==> src/rtl/instr_fetch_unit_pkg.sv <==
// rtl/instr_fetch_unit_pkg.sv - shared opcodes, field positions, widths and FSM encodings for the fetch unit
package instr_fetch_unit_pkg;

    localparam int BITS_DATA_DEFAULT = 32;
    localparam int BITS_ADDR_DEFAULT = 16;

    // Opcode field sits in the top five bits of a 32-bit instruction word.
    localparam int OPC_MSB   = 31;
    localparam int OPC_LSB   = 27;
    localparam int OPC_WIDTH = OPC_MSB - OPC_LSB + 1;

    localparam logic [OPC_WIDTH-1:0] OPC_NOP = 5'b00000;
    localparam logic [OPC_WIDTH-1:0] OPC_NOT = 5'b10000;
    localparam logic [OPC_WIDTH-1:0] OPC_AND = 5'b10001;
    localparam logic [OPC_WIDTH-1:0] OPC_OR  = 5'b10010;
    localparam logic [OPC_WIDTH-1:0] OPC_NEG = 5'b10100;
    localparam logic [OPC_WIDTH-1:0] OPC_ADD = 5'b10101;
    localparam logic [OPC_WIDTH-1:0] OPC_SUB = 5'b10110;
    localparam logic [OPC_WIDTH-1:0] OPC_HLT = 5'b11111;

    localparam logic [1:0] ENC_FETCH = 2'd0;
    localparam logic [1:0] ENC_ISSUE = 2'd1;
    localparam logic [1:0] ENC_HALT  = 2'd2;

    typedef enum logic [1:0] {
        ST_FETCH = ENC_FETCH,
        ST_ISSUE = ENC_ISSUE,
        ST_HALT  = ENC_HALT
    } fetch_state_t;

    // Extract the opcode field from a 32-bit instruction word.
    function automatic logic [OPC_WIDTH-1:0] opcode_of(input logic [31:0] instr);
        return instr[OPC_MSB:OPC_LSB];
    endfunction

endpackage

==> src/rtl/instr_fetch_unit.sv <==
// rtl/instr_fetch_unit.sv - PC-driven instruction fetcher with valid/ready issue, redirect and halt
module instr_fetch_unit
    import instr_fetch_unit_pkg::*;
#(
    parameter int                    BITS_DATA = BITS_DATA_DEFAULT,
    parameter int                    BITS_ADDR = BITS_ADDR_DEFAULT,
    parameter logic [BITS_ADDR-1:0]  RESET_PC  = '0,
    parameter logic [OPC_WIDTH-1:0]  OPC_HLT_P = OPC_HLT
) (
    input  logic                 clk,
    input  logic                 rst_n,
    output logic [BITS_ADDR-1:0] mem_address,
    output logic                 mem_write,
    input  logic [BITS_DATA-1:0] mem_data,
    output logic [BITS_DATA-1:0] instr_out,
    output logic [BITS_ADDR-1:0] instr_pc,
    output logic                 instr_valid,
    input  logic                 instr_ready,
    input  logic                 redirect_valid,
    input  logic [BITS_ADDR-1:0] redirect_addr,
    input  logic                 resume,
    output logic                 halted,
    output logic [31:0]          fetch_count
);

    fetch_state_t         state_q;
    fetch_state_t         state_d;
    logic [BITS_ADDR-1:0] pc_q;
    logic [BITS_DATA-1:0] instr_q;
    logic [BITS_ADDR-1:0] instr_pc_q;
    logic                 valid_q;
    logic                 halted_q;
    logic [31:0]          count_q;

    logic                 accept;
    logic                 is_hlt;

    // A redirect cancels any same-cycle handshake, so it is excluded from accept.
    assign accept = (state_q == ST_ISSUE) && valid_q && instr_ready && !redirect_valid;
    assign is_hlt = (opcode_of(instr_q[31:0]) == OPC_HLT_P);

    assign mem_address = pc_q;
    assign mem_write   = 1'b0;
    assign instr_out   = instr_q;
    assign instr_pc    = instr_pc_q;
    assign instr_valid = valid_q;
    assign halted      = halted_q;
    assign fetch_count = count_q;

    // FSM state register.
    always_ff @(posedge clk) begin
        if (!rst_n) begin
            state_q <= ST_FETCH;
        end else begin
            state_q <= state_d;
        end
    end

    // Next-state logic; redirect overrides every state and returns to fetch.
    always_comb begin
        state_d = state_q;
        if (redirect_valid) begin
            state_d = ST_FETCH;
        end else begin
            case (state_q)
                ST_FETCH: state_d = ST_ISSUE;
                ST_ISSUE: begin
                    if (accept) begin
                        state_d = is_hlt ? ST_HALT : ST_FETCH;
                    end
                end
                ST_HALT: begin
                    if (resume) begin
                        state_d = ST_FETCH;
                    end
                end
                default: state_d = ST_FETCH;
            endcase
        end
    end

    // PC, captured instruction, handshake flags and accepted-instruction counter.
    always_ff @(posedge clk) begin
        if (!rst_n) begin
            pc_q       <= RESET_PC;
            instr_q    <= '0;
            instr_pc_q <= '0;
            valid_q    <= 1'b0;
            halted_q   <= 1'b0;
            count_q    <= '0;
        end else if (redirect_valid) begin
            pc_q     <= redirect_addr;
            valid_q  <= 1'b0;
            halted_q <= 1'b0;
        end else begin
            case (state_q)
                ST_FETCH: begin
                    // Memory read is combinational on pc, so capture the word this cycle.
                    instr_q    <= mem_data;
                    instr_pc_q <= pc_q;
                    pc_q       <= pc_q + 1'b1;
                    valid_q    <= 1'b1;
                end
                ST_ISSUE: begin
                    if (accept) begin
                        count_q <= count_q + 32'd1;
                        valid_q <= 1'b0;
                        if (is_hlt) begin
                            halted_q <= 1'b1;
                        end
                    end
                end
                ST_HALT: begin
                    valid_q <= 1'b0;
                    if (resume) begin
                        halted_q <= 1'b0;
                    end
                end
                default: begin
                    valid_q <= 1'b0;
                end
            endcase
        end
    end

endmodule

==> config.mk <==
export PLATFORM = sky130hd
export DESIGN_NAME = instr_fetch_unit
export DESIGN_NICKNAME = d
export VERILOG_FILES = /design/src/rtl/instr_fetch_unit_pkg.sv /design/src/rtl/instr_fetch_unit.sv
export SDC_FILE = /design/constraint.sdc
export NUM_CORES = 1
export LEC_CHECK = 0
export CORE_UTILIZATION = 30
export CTS_BUF_LIST = sky130_fd_sc_hd__clkbuf_16
export DETAILED_ROUTE_END_ITERATION = 8
export PLACE_DENSITY = 0.67
export SLEW_MARGIN = 20
export SYNTH_ARGS = -nofsm -noshare
export SYNTH_HDL_FRONTEND = slang
export SYNTH_SLANG_ARGS = --single-unit
export TNS_END_PERCENT = 5
==> constraint.sdc <==
create_clock -name clk -period 2.1 [get_ports clk]
set_input_delay 0.315 -clock clk [delete_from_list [all_inputs] [get_ports clk]]
set_output_delay 0.315 -clock clk [all_outputs]
set_load 0.03 [all_outputs]
==> impl_results.md <==
- Detail Placement HPWL: 8460 um
- Core ar.: 0.0132 sq mm
- Path length in cells of the critical path: 5
- Gpl congestion: 0.766
- CTS Buffer Depth: 2
- Vias per cell: 4.72
- Pin count of the biggest net entering global routing: 39
- Vias in the first global route: 3782
- Most used DFF post-synth: dfxtp_1
- Synth Area per Inst: 8.31 sq um
- Seq cells post-synth: 100
- Post-CTS Setup Inserts: 0
- Clock slew at reported path FFs: 0.07 ns
- FFs w/ async S/R, synth: 0
- DP Worst Slack: -0.109 ns
- WL per Instance: 13.9 um
- Initial Util: 0.307
- GRT Total Usage: 0.169
- Worst-path fanout max: 10
- Worst-Margin Slew: 0.567 ns
- Hold Path Stages: 2
- Count of final hold-check violations: 0
- Global route overflow: 0
- Layout net count: 702
- Cts hold-fix bufs: 0
- P per Cell Area: 669 mW/mm^2
- IO buf count: 150
- CP required: 2.33 ns
- CTS tree: yes
- Post-route clock skew: 0.00620 ns
- Lkg Pwr: 2.21 nW
- Max stage delay on crit path: 0.58 ns
- Row cnt: 42
- CP max stage cell: or3b_2
- Post-CTS sizing: 0
- Synth Net Count: 543
- Slew Limit Fails: 0
- Layout cells sized above 1: 0.0661
- Post-synth EDFFs: 0
- DRT Pass-1 Iters: 4
- Num ports: 152
- Crit Path Class: reg2reg
- Peak supply drop: 0.277 mV
- Status: finished clean
- DRC: 0
- Post-synth cell types: 37
- Chip Width: 118 um
- Antenna-violating nets left: 0
- Final WL: 11500 um
- RSZ-0062 raised after global routing: no
- Synth warn: 0
- Clock Root Buffer: clkbuf_16
- Vias: 3900
- Total CTS buffers: 9
- Clk sinks: 100
- Netlist Area Pre-Place: 0.00406 sq mm
- Crit path cell chain: or3b_2 > nor3_2 > and4_1 > xnor2_1 > a21oi_1
- Layout fillers: 1301
- F_max: 531 MHz
- CP Launch Type: register
- Hold Path Class: reg2reg
- Total power: 4.12 mW
- Max-slew headroom: 0.619
- Full die area: 0.0140 sq mm
- CTS H-tree depth: 3
- Initial DRC count: 158
- Final setup vio count: 0
- Worst path top cell family by delay: simple AND/OR/NAND/NOR gates
- Setup ws final: 0.216 ns
- Max Cap Viol: 0
- First-pass GRT wire length: 18700 um
- Initial antenna violation count: 0
- Crit share post-route: 0.897
- DIE HEIGHT: 118 um
- Path depth of the worst reg2reg path: 5
- Area Growth Syn to Fin: 51.9%
- Worst skew pair latency: 0.35 ns
- Bufs and invs on worst path: 0
- Worst Setup End Kind: register
- Critical Path AT: 2.11 ns
- Antenna Cells: 0
- Synth Instances: 488
- Seq/Total Area, Yosys: 0.494
- Tmin final: 1.88 ns
## power breakdown
group          switching (mW)  internal [mW]
clock network           0.701          0.774
registers              0.0573           1.97
logic                   0.334          0.287
## worst register-to-register path, cell delays in order (launching register included)
cell and delay, ns:
dfxtp_1 0.43, or3b_2 0.59, nor3_2 0.30, and4_1 0.25, xnor2_1 0.11, a21oi_1 0.08
## sequential cells by signal, indices dropped and copies added (netlist names)
name	cells
halted	1
state_q	2
mem_address	16
instr_out	32
instr_pc	16
fetch_count	32
instr_valid	1
## cell families (layout without fill, tap and decap cells)
family                     Yosys count  in the layout  share of synthesized area
AOI/OAI and AO/OA                   91             91                      0.120
adders and majority gates            2              2                    0.00617
muxes                                2              2                    0.00494
and+or+nand+nor                    220            220                      0.257
other                                1              1                   0.000925
xor gates and xnor gates            39             39                     0.0842
DFF                                100            100                      0.494
buffers and inverters               33            196                     0.0333
## stage by stage
step / TNS (ns) / hold WS [ns] / instances / utilization / cell area, sq um
global placement: -0.111 / 0.442 / 812 / 0.448 / 5910
CTS: 0 / 0.458 / 827 / 0.467 / 6150
finish: 0 / 0.455 / 827 / 0.467 / 6160
floorplan: 0 / 0.433 / 488 / - / 4060
detailed placement: -0.452 / 0.449 / 812 / 0.448 / 5910
global route: 0 / 0.473 / 827 / 0.467 / 6160
## per-layer routing
metal	vias to the layer above	global-route usage	share of wire	routed length, um
met5	-	0	0	0
met1	1822	0.206	0.45	5170
met2	104	0.273	0.47	5340
li1	1962	-	-	-
met3	12	0.0550	0.065	750
met4	0	0.0697	0.017	199
## cells in the final DEF (no fill, tap or decap), types with 2 or more instances in the layout
| cell | n |
|---|---|
| clkdlybuf4s50_1 | 150 |
| nand2_1 | 114 |
| dfxtp_1 | 100 |
| a21oi_1 | 64 |
| nor2_1 | 37 |
| xor2_1 | 26 |
| buf_4 | 20 |
| nand3_1 | 17 |
| o21ai_0 | 15 |
| xnor2_1 | 13 |
| nand4_1 | 11 |
| clkbuf_16 | 9 |
| inv_1 | 7 |
| nor3_1 | 7 |
| and3_1 | 7 |
| and4_1 | 4 |
| or3_1 | 4 |
| a211oi_1 | 4 |
| clkinv_1 | 4 |
| buf_12 | 4 |
| o21a_1 | 3 |
| nor3_2 | 2 |
| nand3b_1 | 2 |
| nor4_4 | 2 |
| o31ai_1 | 2 |
| or4_1 | 2 |
| and2_1 | 2 |
| nor4_1 | 2 |
| mux2i_1 | 2 |
| a311oi_1 | 2 |
| ha_1 | 2 |
## final timing paths
| check | from | slack [ns] | endpoint |
|---|---|---|---|
| min reg2reg | instr_pc[3]$_SDFFE_PN0P_ | 0.45 | instr_pc[3]$_SDFFE_PN0P_ |
| max reg2reg | state_q[1]$_SDFFE_PP0P_ | 0.22 | mem_address[12]$_SDFFE_PN0P_ |
| min | instr_pc[3]$_SDFFE_PN0P_ | 0.45 | instr_pc[3]$_SDFFE_PN0P_ |
| max | state_q[1]$_SDFFE_PP0P_ | 0.22 | mem_address[12]$_SDFFE_PN0P_ |
## cell usage after synthesis (9+ instances only)
library cell  number  area [sq um]
nor2_1            37           139
xnor2_1           13           114
nand3_1           17          85.1
nor3_1             9          45.0
a21oi_1           64           320
o21ai_0           15          75.1
nand2_1          115           432
xor2_1            26           228
nand4_1           11          68.8
dfxtp_1          100          2000
clkbuf_1          21          78.8
## cell type report
cell class / instances / area [sq um] / area share
inverters: 7 / 26.3 / 0.00427
well taps: 176 / 220 / 0.0358
repair buffers: 174 / 1730 / 0.281
multi-input cells: 355 / 1930 / 0.313
flip-flops and latches: 100 / 2000 / 0.325
clock buffers: 9 / 225 / 0.0366
clock inverters: 6 / 23.8 / 0.00386
No activity file was read; power rests on OpenSTA's default activity.
